**src/rtl/smc_pkg.sv**
```systemverilog
// Shared types and constants for the serial device loader.
//   state_t      : loader FSM states
//   N_DEV        : devices per frame
//   WT0..WT2     : ID-mode weights applied to s0, s1, s2
//   VAL_W, RES_W : per-device value width and frame result width
//   frame_result : combines the three selected sorted values into a frame result
package smc_pkg;

    localparam int N_DEV = 6;
    localparam int VAL_W = 10;
    localparam int RES_W = 10;

    localparam int WT0 = 3;
    localparam int WT1 = 4;
    localparam int WT2 = 5;

    typedef enum logic [1:0] {
        IDLE,
        LOAD,
        SUM,
        OUT
    } state_t;

    typedef logic [VAL_W-1:0] val_t;
    typedef logic [RES_W-1:0] res_t;

    // Plain sum for gm frames, weighted sum for ID frames; wraps modulo 2**RES_W.
    function automatic res_t frame_result(input logic id_sel, input val_t s0,
                                          input val_t s1, input val_t s2);
        if (id_sel)
            return res_t'(WT0 * s0 + WT1 * s1 + WT2 * s2);
        else
            return res_t'(s0 + s1 + s2);
    endfunction

endpackage

```
**src/rtl/smc_serial_loader_if.sv**
```systemverilog
// Handshake bundle between the device-beat producer / result consumer and the loader.
//   in_valid/in_ready      : beat handshake
//   mode                   : bit0 selects ID (1) or gm (0); bit1 selects larger (1) or smaller (0) three
//   W, V_GS, V_DS          : one device's 3-bit unsigned parameters per beat
//   out_valid/out_ready    : result handshake
//   out_n                  : frame result
// master: producer/consumer side; slave: the loader.
interface smc_serial_loader_if;
    import smc_pkg::*;

    logic       in_valid;
    logic       in_ready;
    logic [1:0] mode;
    logic [2:0] W;
    logic [2:0] V_GS;
    logic [2:0] V_DS;
    logic       out_valid;
    logic       out_ready;
    res_t       out_n;

    modport master (
        output in_valid, mode, W, V_GS, V_DS, out_ready,
        input  in_ready, out_valid, out_n
    );

    modport slave (
        input  in_valid, mode, W, V_GS, V_DS, out_ready,
        output in_ready, out_valid, out_n
    );

endinterface

```
**src/rtl/smc_dev_calc.sv**
```systemverilog
// Per-device ID / gm value, purely combinational.
//   id_sel : 1 = drain current ID, 0 = transconductance gm
//   w, v_gs, v_ds : 3-bit unsigned device parameters
//   value  : resulting 10-bit value (floor of the /3 scaled expression)
module smc_dev_calc
    import smc_pkg::*;
(
    input  logic       id_sel,
    input  logic [2:0] w,
    input  logic [2:0] v_gs,
    input  logic [2:0] v_ds,
    output val_t       value
);

    logic       is_triode;
    logic [2:0] vgs_m1;
    logic [3:0] tri_fac;
    val_t       prod;

    // NOTE: every signal driven here gets a default first so no path leaves it
    // unassigned, which would otherwise infer a latch.
    always_comb begin
        is_triode = 1'b0;
        vgs_m1    = '0;
        tri_fac   = '0;
        prod      = '0;

        // V_GS-1 deliberately wraps at 3 bits: V_GS=0 behaves as 7.
        vgs_m1    = v_gs - 3'd1;
        is_triode = {1'b0, v_gs} > ({1'b0, v_ds} + 4'd1);
        // Only meaningful in triode, where it is always positive and fits 4 bits.
        tri_fac   = {v_gs, 1'b0} - {1'b0, v_ds} - 4'd2;

        if (id_sel) begin
            if (is_triode)
                prod = val_t'(v_ds) * val_t'(w) * val_t'(tri_fac);
            else
                prod = val_t'(w) * val_t'(vgs_m1) * val_t'(vgs_m1);
        end else begin
            if (is_triode)
                prod = val_t'({w, 1'b0}) * val_t'(v_ds);
            else
                prod = val_t'({w, 1'b0}) * val_t'(vgs_m1);
        end
    end

    assign value = prod / val_t'(3);

endmodule

```
**src/rtl/smc_serial_loader.sv**
```systemverilog
// Serial device loader: accepts N_DEV device beats, keeps their ID or gm values in
// a descending sorted list, then emits a sum of either the larger or smaller three.
//   clk   : rising-edge clock
//   reset : synchronous, active-low
//   bus   : beat input and result output handshakes (slave side)
module smc_serial_loader
    import smc_pkg::*;
#(
    parameter int N_DEV = smc_pkg::N_DEV
) (
    input  logic                clk,
    input  logic                reset,
    smc_serial_loader_if.slave  bus
);

    state_t     state, state_nxt;
    logic [1:0] mode_q;
    logic [2:0] beat_cnt;
    val_t       sorted_q   [N_DEV];
    val_t       sorted_ins [N_DEV];
    val_t       beat_val;
    logic [1:0] mode_eff;
    logic       accept;
    val_t       s0, s1, s2;
    logic       out_valid_q;
    res_t       out_n_q;

    assign bus.in_ready  = (state == IDLE) || (state == LOAD);
    assign bus.out_valid = out_valid_q;
    assign bus.out_n     = out_n_q;

    // in_ready is a pure function of state, so accept is safe to use here.
    assign accept = bus.in_valid && ((state == IDLE) || (state == LOAD));

    // Mode is taken live on the first beat and from the latched copy afterwards.
    assign mode_eff = (state == IDLE) ? bus.mode : mode_q;

    smc_dev_calc u_calc (
        .id_sel (mode_eff[0]),
        .w      (bus.W),
        .v_gs   (bus.V_GS),
        .v_ds   (bus.V_DS),
        .value  (beat_val)
    );

    // Insertion into the descending list: an entry keeps its value while it is
    // still >= the new one, the first smaller slot takes the new value, and every
    // later slot takes its predecessor. Unused slots hold 0, so after N_DEV
    // inserts the list is exactly the sorted frame.
    always_comb begin
        sorted_ins[0] = (sorted_q[0] >= beat_val) ? sorted_q[0] : beat_val;
        for (int i = 1; i < N_DEV; i++) begin
            if (sorted_q[i] >= beat_val)
                sorted_ins[i] = sorted_q[i];
            else if (sorted_q[i-1] >= beat_val)
                sorted_ins[i] = beat_val;
            else
                sorted_ins[i] = sorted_q[i-1];
        end
    end

    always_comb begin
        s0 = mode_q[1] ? sorted_q[0] : sorted_q[N_DEV-3];
        s1 = mode_q[1] ? sorted_q[1] : sorted_q[N_DEV-2];
        s2 = mode_q[1] ? sorted_q[2] : sorted_q[N_DEV-1];
    end

    always_comb begin
        state_nxt = state;
        case (state)
            IDLE:    if (accept) state_nxt = LOAD;
            LOAD:    if (accept && (beat_cnt == 3'(N_DEV - 1))) state_nxt = SUM;
            SUM:     state_nxt = OUT;
            OUT:     if (bus.out_ready) state_nxt = IDLE;
            default: state_nxt = IDLE;
        endcase
    end

    // NOTE: state registers use non-blocking assignments so every register
    // samples pre-edge values regardless of statement order.
    always_ff @(posedge clk) begin
        if (!reset) begin
            state       <= IDLE;
            beat_cnt    <= '0;
            mode_q      <= '0;
            out_valid_q <= 1'b0;
            out_n_q     <= '0;
            // NOTE: the sorted list must be reset because unused slots act as
            // zero-valued entries during insertion.
            sorted_q    <= '{default: '0};
        end else begin
            state <= state_nxt;
            case (state)
                IDLE: begin
                    if (accept) begin
                        mode_q   <= bus.mode;
                        beat_cnt <= 3'd1;
                        sorted_q <= sorted_ins;
                    end
                end
                LOAD: begin
                    if (accept) begin
                        beat_cnt <= beat_cnt + 3'd1;
                        sorted_q <= sorted_ins;
                    end
                end
                SUM: begin
                    out_n_q     <= frame_result(mode_q[0], s0, s1, s2);
                    out_valid_q <= 1'b1;
                end
                OUT: begin
                    if (bus.out_ready) begin
                        out_valid_q <= 1'b0;
                        beat_cnt    <= '0;
                        sorted_q    <= '{default: '0};
                    end
                end
                default: ;
            endcase
        end
    end

endmodule

```
**src/flat_wrapper.sv**
```systemverilog
// flat-port wrapper written by rule: the top's interface ports become plain ports
module smc_serial_loader_flat import smc_pkg::*;
#(
    parameter int N_DEV = smc_pkg::N_DEV
)
  (clk, reset, bus_in_valid, bus_mode, bus_W, bus_V_GS, bus_V_DS, bus_out_ready, bus_in_ready, bus_out_valid, bus_out_n);
  smc_serial_loader_if bus_i ();
  input  logic clk;
  input  logic reset;
  input wire logic [$bits(bus_i.in_valid)-1:0] bus_in_valid;
  input wire logic [$bits(bus_i.mode)-1:0] bus_mode;
  input wire logic [$bits(bus_i.W)-1:0] bus_W;
  input wire logic [$bits(bus_i.V_GS)-1:0] bus_V_GS;
  input wire logic [$bits(bus_i.V_DS)-1:0] bus_V_DS;
  input wire logic [$bits(bus_i.out_ready)-1:0] bus_out_ready;
  output wire logic [$bits(bus_i.in_ready)-1:0] bus_in_ready;
  output wire logic [$bits(bus_i.out_valid)-1:0] bus_out_valid;
  output wire logic [$bits(bus_i.out_n)-1:0] bus_out_n;
  assign bus_i.in_valid = bus_in_valid;
  assign bus_i.mode = bus_mode;
  assign bus_i.W = bus_W;
  assign bus_i.V_GS = bus_V_GS;
  assign bus_i.V_DS = bus_V_DS;
  assign bus_i.out_ready = bus_out_ready;
  assign bus_in_ready = bus_i.in_ready;
  assign bus_out_valid = bus_i.out_valid;
  assign bus_out_n = bus_i.out_n;
  smc_serial_loader #(.N_DEV(N_DEV)) u_core (.clk(clk), .reset(reset), .bus(bus_i));
endmodule
```
**config.mk**
```make
export PLATFORM = sky130hd
export DESIGN_NAME = smc_serial_loader_flat
export DESIGN_NICKNAME = d
export VERILOG_FILES = /design/src/rtl/smc_pkg.sv /design/src/rtl/smc_serial_loader_if.sv /design/src/rtl/smc_dev_calc.sv /design/src/rtl/smc_serial_loader.sv /design/src/flat_wrapper.sv
export SDC_FILE = /design/constraint.sdc
export NUM_CORES = 1
export LEC_CHECK = 0
export CORE_MARGIN = 5
export CORE_UTILIZATION = 35
export CTS_CLUSTER_SIZE = 8
export DETAILED_ROUTE_END_ITERATION = 8
export GPL_ROUTABILITY_DRIVEN = 0
export MAX_ROUTING_LAYER = met4
export PLACE_DENSITY = 0.57
export SYNTH_ARGS = -nofsm -noshare
export SYNTH_HDL_FRONTEND = slang
export SYNTH_SLANG_ARGS = --single-unit
```
**constraint.sdc**
```tcl
create_clock -name clk -period 13.95 [get_ports clk]
set_input_delay 3.4875 -clock clk [delete_from_list [all_inputs] [get_ports clk]]
set_output_delay 3.4875 -clock clk [all_outputs]
set_load 0.01 [all_outputs]
```
==> results of run 1 <==
[cells in the mapped netlist, types with 4 or more instances]
cell / n / area (um^2)
nor3_1: 23 / 115
or3_1: 8 / 50.1
o211ai_1: 9 / 67.6
mux2_2: 9 / 101
a32oi_1: 7 / 61.3
dfxtp_1: 72 / 1440
mux2i_1: 40 / 400
and2_1: 35 / 219
buf_2: 6 / 30.0
nor2_1: 112 / 420
a21oi_1: 86 / 430
xnor2_1: 24 / 210
nand2b_1: 15 / 93.8
o21ai_0: 32 / 160
a211o_1: 8 / 70.1
xor2_1: 7 / 61.3
inv_1: 118 / 443
a2111o_1: 10 / 113
clkbuf_1: 38 / 143
nor2b_1: 11 / 68.8
and3_1: 5 / 31.3
a21o_1: 55 / 413
nand3_1: 22 / 110
o22ai_1: 5 / 31.3
o21ai_1: 14 / 70.1
a2111oi_0: 15 / 131
a211oi_1: 11 / 82.6
fa_1: 51 / 1020
o21a_1: 5 / 37.5
nand2_1: 79 / 297
o21bai_1: 5 / 37.5
or2_2: 4 / 25.0
ha_1: 131 / 1640
[worst register-to-register path: cells and delay by family (launching register included)]
kind	cells	cell delay, ns
buffers and inverters	2	0.15
AO/OA/AOI/OAI	18	3.72
AND/OR/NAND/NOR	10	1.43
multiplexers	2	0.73
adder cells (fa/ha/maj)	3	0.76
flip-flops	1	0.82
XOR/XNOR	1	0.13
[cells in the final DEF (no fill, tap or decap), types with 22 or more instances in the layout]
cell,n
a21oi_1,84
clkdlybuf4s50_1,26
ha_1,131
fa_1,50
and2_1,35
nand3_1,22
a21o_1,55
dfxtp_1,72
xnor2_1,24
inv_1,117
o21ai_0,31
buf_4,70
nand2_1,79
mux2i_1,40
nor2_1,109
[worst paths after layout]
kind                                         start                   to  slack (ns)  cells after the start
worst min-delay path            u_core.sorted_q[0]   u_core.sorted_q[0]        0.47                      2
worst max-delay path                      bus_W[2]  u_core.sorted_q[26]        0.54                     47
worst min register to register  u_core.sorted_q[0]   u_core.sorted_q[0]        0.47                      2
worst max register to register    u_core.mode_q[0]  u_core.sorted_q[26]        6.13                     36
[state kept, by name, indices dropped and copies added (netlist names)]
register / cells
u_core.beat_cnt: 3
u_core.bus.out_n: 10
u_core.bus.out_valid: 1
u_core.mode_q: 2
u_core.sorted_q: 54
u_core.state: 2
[area by class of cell]
cell class                      instances  area (um^2)
Inverter                              119          447
Clock inverter                          6         72.6
Fill cell                            2664        15300
Multi-Input combinational cell        905         7380
Sequential cell                        72         1440
Timing Repair Buffer                   97          797
Tap cell                              335          419
Clock buffer                           10          239
[through the flow]
step	setup slack, ns	hold slack (ns)
floorplan	0.109	0.438
global placement	-0.0474	0.450
detailed placement	-0.187	0.468
CTS	0.138	0.476
global route	-0.0196	0.502
finish	0.539	0.472
[layer usage]
| metal | share of wire, % | up-vias | GRT usage, % |
|---|---|---|---|
| li1 | - | 4148 | - |
| met1 | 46 | 3865 | 20.5 |
| met2 | 50 | 148 | 29.0 |
| met3 | 2.7 | 28 | 1.79 |
| met4 | 1.5 | 0 | 4.62 |
| met5 | 0 | - | - |
[repair_timing]
| item | CTS | global route |
|---|---|---|
| gates resized for setup | 0 | 38 |
| setup endpoints to repair | 0 | 54 |
| hold buffers | 0 | 0 |
| buffers inserted | 0 | 4 |
[cell families after synthesis]
group | Yosys count | synth area share (%)
AO/OA/AOI/OAI | 304 | 23.3
XOR/XNOR | 31 | 2.92
adder cells (fa/ha/maj) | 183 | 28.7
buffers and inverters | 166 | 6.77
flip-flops | 72 | 15.5
multiplexers | 50 | 5.54
AND/OR/NAND/NOR | 337 | 17.4
==> results.json, run 1 <==
{
  "drive_gt1_share_pct": 12.6,
  "crit_family": "compound AO/OA/AOI/OAI gates",
  "grt_overflow": 0,
  "path_buf_inv": 5,
  "synth-seq-cells": 72,
  "clk_path_buf_depth": 2,
  "slowest_stage": "or4_4",
  "drt-total-wl_mm": 24.5,
  "wl_per_cell_um": 15.8,
  "cpPeakStageDelay_ns": 0.56,
  "dieWidth_um": 173,
  "syn2layout_area_growth_pct": 15.9,
  "grt_max_degree": 59,
  "dp_hpwl_mm": 19.3,
  "final_net_count": 1401,
  "fin_area_um2": 10800,
  "cts_tree": "done",
  "crit_type": "in2reg",
  "tightestPinTransition_ns": 1.06,
  "firstDrtPassIters": 5,
  "finalClockSkew_ns": 0.0128,
  "maxCapViolations": 0,
  "cts_buffers": 9,
  "synth_cell_types": 84,
  "min_period_ns": 13.41,
  "synth_edf_count": 0,
  "portBuffers": 26,
  "clock_latency_ns": 0.35,
  "synthFlopType": "dfxtp_1",
  "fin_crit_sh_pct": 96.1,
  "setup_viol": 0,
  "syn_area_per_cell_um2": 8.15,
  "drc": 0,
  "hold_path_class": "reg2reg",
  "grt_pass1_wl_mm": 40.9,
  "synth_nets": 1340,
  "start_util_pct": 35.6,
  "cp_common_cell": "a21o_1",
  "relSlewSlack_pct": 29.6,
  "cp-end-kind": "flop",
  "status": "completed",
  "hold_violations": 0,
  "cts_sinks": 72,
  "drt_iter0_drc": 499,
  "chipHeight_um": 173,
  "grt_usage_pct": 16.6,
  "cts.reportedPaths.clkPinSlew_ns": 0.06,
  "routed_via_density": 5.30,
  "crit_arrival_ns": 13.69,
  "synthCells": 1143,
  "ys_seq_area_share_pct": 15.5,
  "ant_nets": 0,
  "yosys_warnings": 0,
  "coreArea_um2": 26100,
  "slew_violations": 0,
  "async_reset_ff_share_pct": 0,
  "fmax_mhz": 74.6,
  "setup_tns_ns": 0,
  "num_antenna_cells": 0,
  "path_max_fanout": 11,
  "fin_cells": 1544,
  "die-area_um2": 30000,
  "crit_path_start_kind": "input pin",
  "cts_max_level": 3,
  "route.vias.total": 8189,
  "ctsRootBufferMaster": "clkbuf_16",
  "rows": 59,
  "placed_cells": 1524,
  "final_util_pct": 41.3,
  "placed_area_um2": 10300,
  "io_pins": 27,
  "antenna_found_initial": 0,
  "grt_pass1_vias": 8325,
  "syn_area_um2": 9310,
  "required_ns": 14.23
}
Power of run 1 is left out: the tool's default activity adds up to more than one toggle a clock period on the data nets, which glitch-free logic cannot reach.
==> run 2, diff against run 1 <==
--- a/config.mk
+++ b/config.mk
@@ -7,10 +7,10 @@
 export LEC_CHECK = 0
 export CORE_MARGIN = 5
-export CORE_UTILIZATION = 35
+export CORE_UTILIZATION = 46
 export CTS_CLUSTER_SIZE = 8
 export DETAILED_ROUTE_END_ITERATION = 8
 export GPL_ROUTABILITY_DRIVEN = 0
 export MAX_ROUTING_LAYER = met4
-export PLACE_DENSITY = 0.57
+export PLACE_DENSITY = 0.7
 export SYNTH_ARGS = -nofsm -noshare
 export SYNTH_HDL_FRONTEND = slang
==> constraint.sdc (replaced) <==
create_clock -name clk -period 13.95 [get_ports clk]
set_input_delay 2.79 -clock clk [delete_from_list [all_inputs] [get_ports clk]]
set_output_delay 2.79 -clock clk [all_outputs]
set_load 0.01 [all_outputs]
==> run 2 against run 1 <==
  * Non-clock buffer count is 42 lower
  * Die area is 23% lower
  * Critical path depth stayed put
  * Wire length is 5.8% lower
  * Count of clock-buffer cells in the layout stayed put
  * Via count hardly changed
  * Core utilization is 10 points higher
  * Maximum frequency is 0.16% higher
  * Cell count is 6.9% lower
  * Worst setup slack better by 0.022 ns
  * Worst hold slack worse by 0.0018 ns
  * Largest cell class unchanged
==> results.json, run 2 (synthesis gave the netlist of run 1 again) <==
{
  "hold_violations": 0,
  "r2r_slack_ns": 5.41,
  "placed_area_um2": 9930,
  "cts.reportedPaths.clkPinSlew_ns": 0.06,
  "grt_usage_pct": 20.3,
  "num_antenna_cells": 0,
  "drt-total-wl_mm": 23.0,
  "ant_nets": 0,
  "die-area_um2": 23200,
  "dp_hpwl_mm": 18.0,
  "fillers": 1867,
  "cp-endpoint": "u_core.sorted_q[25]",
  "finalClockSkew_ns": 0.00829,
  "crit_cells": 47,
  "crit_family": "compound AO/OA/AOI/OAI gates",
  "path_buf_inv": 5,
  "reg2regPathDepth": 37,
  "fmax_mhz": 74.7,
  "grt_overflow": 0,
  "fin_crit_sh_pct": 96.0,
  "drc": 0,
  "setup_viol": 0,
  "layout_common_cells": "ha_1, inv_1, nor2_1",
  "firstDrtPassIters": 5,
  "antenna_found_initial": 0,
  "ctsHoldBuffers": 0,
  "crit_arrival_ns": 13.66,
  "cp_common_cell": "a21o_1",
  "route.vias.total": 8184,
  "slowest_stage": "clkdlybuf4s50_1",
  "largest_reg_flops": 54,
  "grt_pass1_wl_mm": 39.0,
  "fin_area_um2": 10300,
  "crit_type": "in2reg",
  "portBuffers": 26,
  "slew_violations": 0,
  "final_common_cell": "ha_1",
  "cpPeakStageDelay_ns": 0.57,
  "status": "completed",
  "drt_iter0_drc": 514,
  "crit_path_start_kind": "input pin",
  "io_pins": 27,
  "clock_latency_ns": 0.34,
  "relSlewSlack_pct": 32.8,
  "grt_pass1_vias": 8105,
  "required_ns": 14.22,
  "start_util_pct": 46.3,
  "rows": 52,
  "cts_tree": "done",
  "min_period_ns": 13.39,
  "syn2layout_area_growth_pct": 11.1,
  "chipHeight_um": 152,
  "final_net_count": 1359,
  "path_max_fanout": 17,
  "cts_max_level": 3,
  "setup_tns_ns": 0,
  "cts_buffers": 9,
  "r2r_end": "u_core.sorted_q[25]",
  "routed_via_density": 5.70,
  "largest-register": "u_core.sorted_q",
  "timing.rr.start": "u_core.state[1]",
  "rsz0062_at_grt": "false",
  "hold_path_class": "reg2reg",
  "grt_max_degree": 60,
  "coreArea_um2": 20100,
  "wl_per_cell_um": 16.0,
  "cts_sinks": 72,
  "drive_gt1_share_pct": 8.74,
  "dieWidth_um": 152,
  "crit_start": "bus_V_DS[1]",
  "clk_path_buf_depth": 2,
  "tightestPinTransition_ns": 0.988,
  "maxCapViolations": 0,
  "ctsRootBufferMaster": "clkbuf_16",
  "cp-end-kind": "flop"
}
## run 2: cell types whose count changed in the layout (fill, tap and decap cells not counted), sizes merged
cell      change
clkinvlp      +2
buf          -42
clkinv        +3
inv           -5
## run 2: worst reg2reg max path, delay by kind of cell (launching register included)
| family | cells | cell delay, ns |
|---|---|---|
| multiplexers | 3 | 1.60 |
| adder cells (fa/ha/maj) | 4 | 1.09 |
| flip-flops | 1 | 0.34 |
| AO/OA/AOI/OAI | 18 | 3.75 |
| XOR/XNOR | 1 | 0.14 |
| AND/OR/NAND/NOR | 8 | 1.13 |
| buffers and inverters | 3 | 0.43 |
## run 2: stage by stage
| stage | hold slack, ns | worst slack (ns) | instances | util [%] |
|---|---|---|---|---|
| after floorplan | 0.438 | 0.806 | 1143 | - |
| after global placement | 0.454 | -0.0199 | 1419 | 49.4 |
| after detailed placement | 0.457 | -0.233 | 1419 | 49.4 |
| after CTS | 0.466 | 0.0841 | 1435 | 50.9 |
| after global routing | 0.478 | 0.00645 | 1437 | 51.5 |
| final | 0.470 | 0.560 | 1437 | 51.5 |
## run 2: timing repair
item / in CTS / in global routing
gates resized for setup: 0 / 25
buffers inserted: 0 / 2
hold endpoints to repair: 0 / 0
endpoints found under the setup margin: 0 / 54
## run 2: worst min-delay path by stage
stage / start / to / slack (ns) / cells past startpoint
floorplan: u_core.sorted_q[0] / u_core.sorted_q[0] / 0.44 / 2
global placement: u_core.sorted_q[0] / u_core.sorted_q[0] / 0.45 / 2
detailed placement: u_core.sorted_q[0] / u_core.sorted_q[0] / 0.46 / 2
CTS: u_core.sorted_q[0] / u_core.sorted_q[0] / 0.47 / 2
global route: u_core.sorted_q[0] / u_core.sorted_q[0] / 0.48 / 2
finish: u_core.sorted_q[0] / u_core.sorted_q[0] / 0.47 / 2
## run 2: layer usage
metal / track usage, % / up-vias / share of wire [%]
met5: - / - / 0
met4: 6.08 / 0 / 2.2
met3: 2.16 / 30 / 3.3
met2: 35.5 / 185 / 50
met1: 24.6 / 3899 / 45
li1: - / 4070 / -
## run 2: final cells by class
type | instances | area (um^2) | area share [%]
Clock buffer | 10 | 229 | 2.21
Multi-Input combinational cell | 905 | 7340 | 71.0
Sequential cell | 72 | 1440 | 13.9
Clock inverter | 6 | 70.1 | 0.677
Inverter | 119 | 447 | 4.32
Timing Repair Buffer | 55 | 478 | 4.62
Tap cell | 270 | 338 | 3.27
Power of run 2 is left out for the same reason.
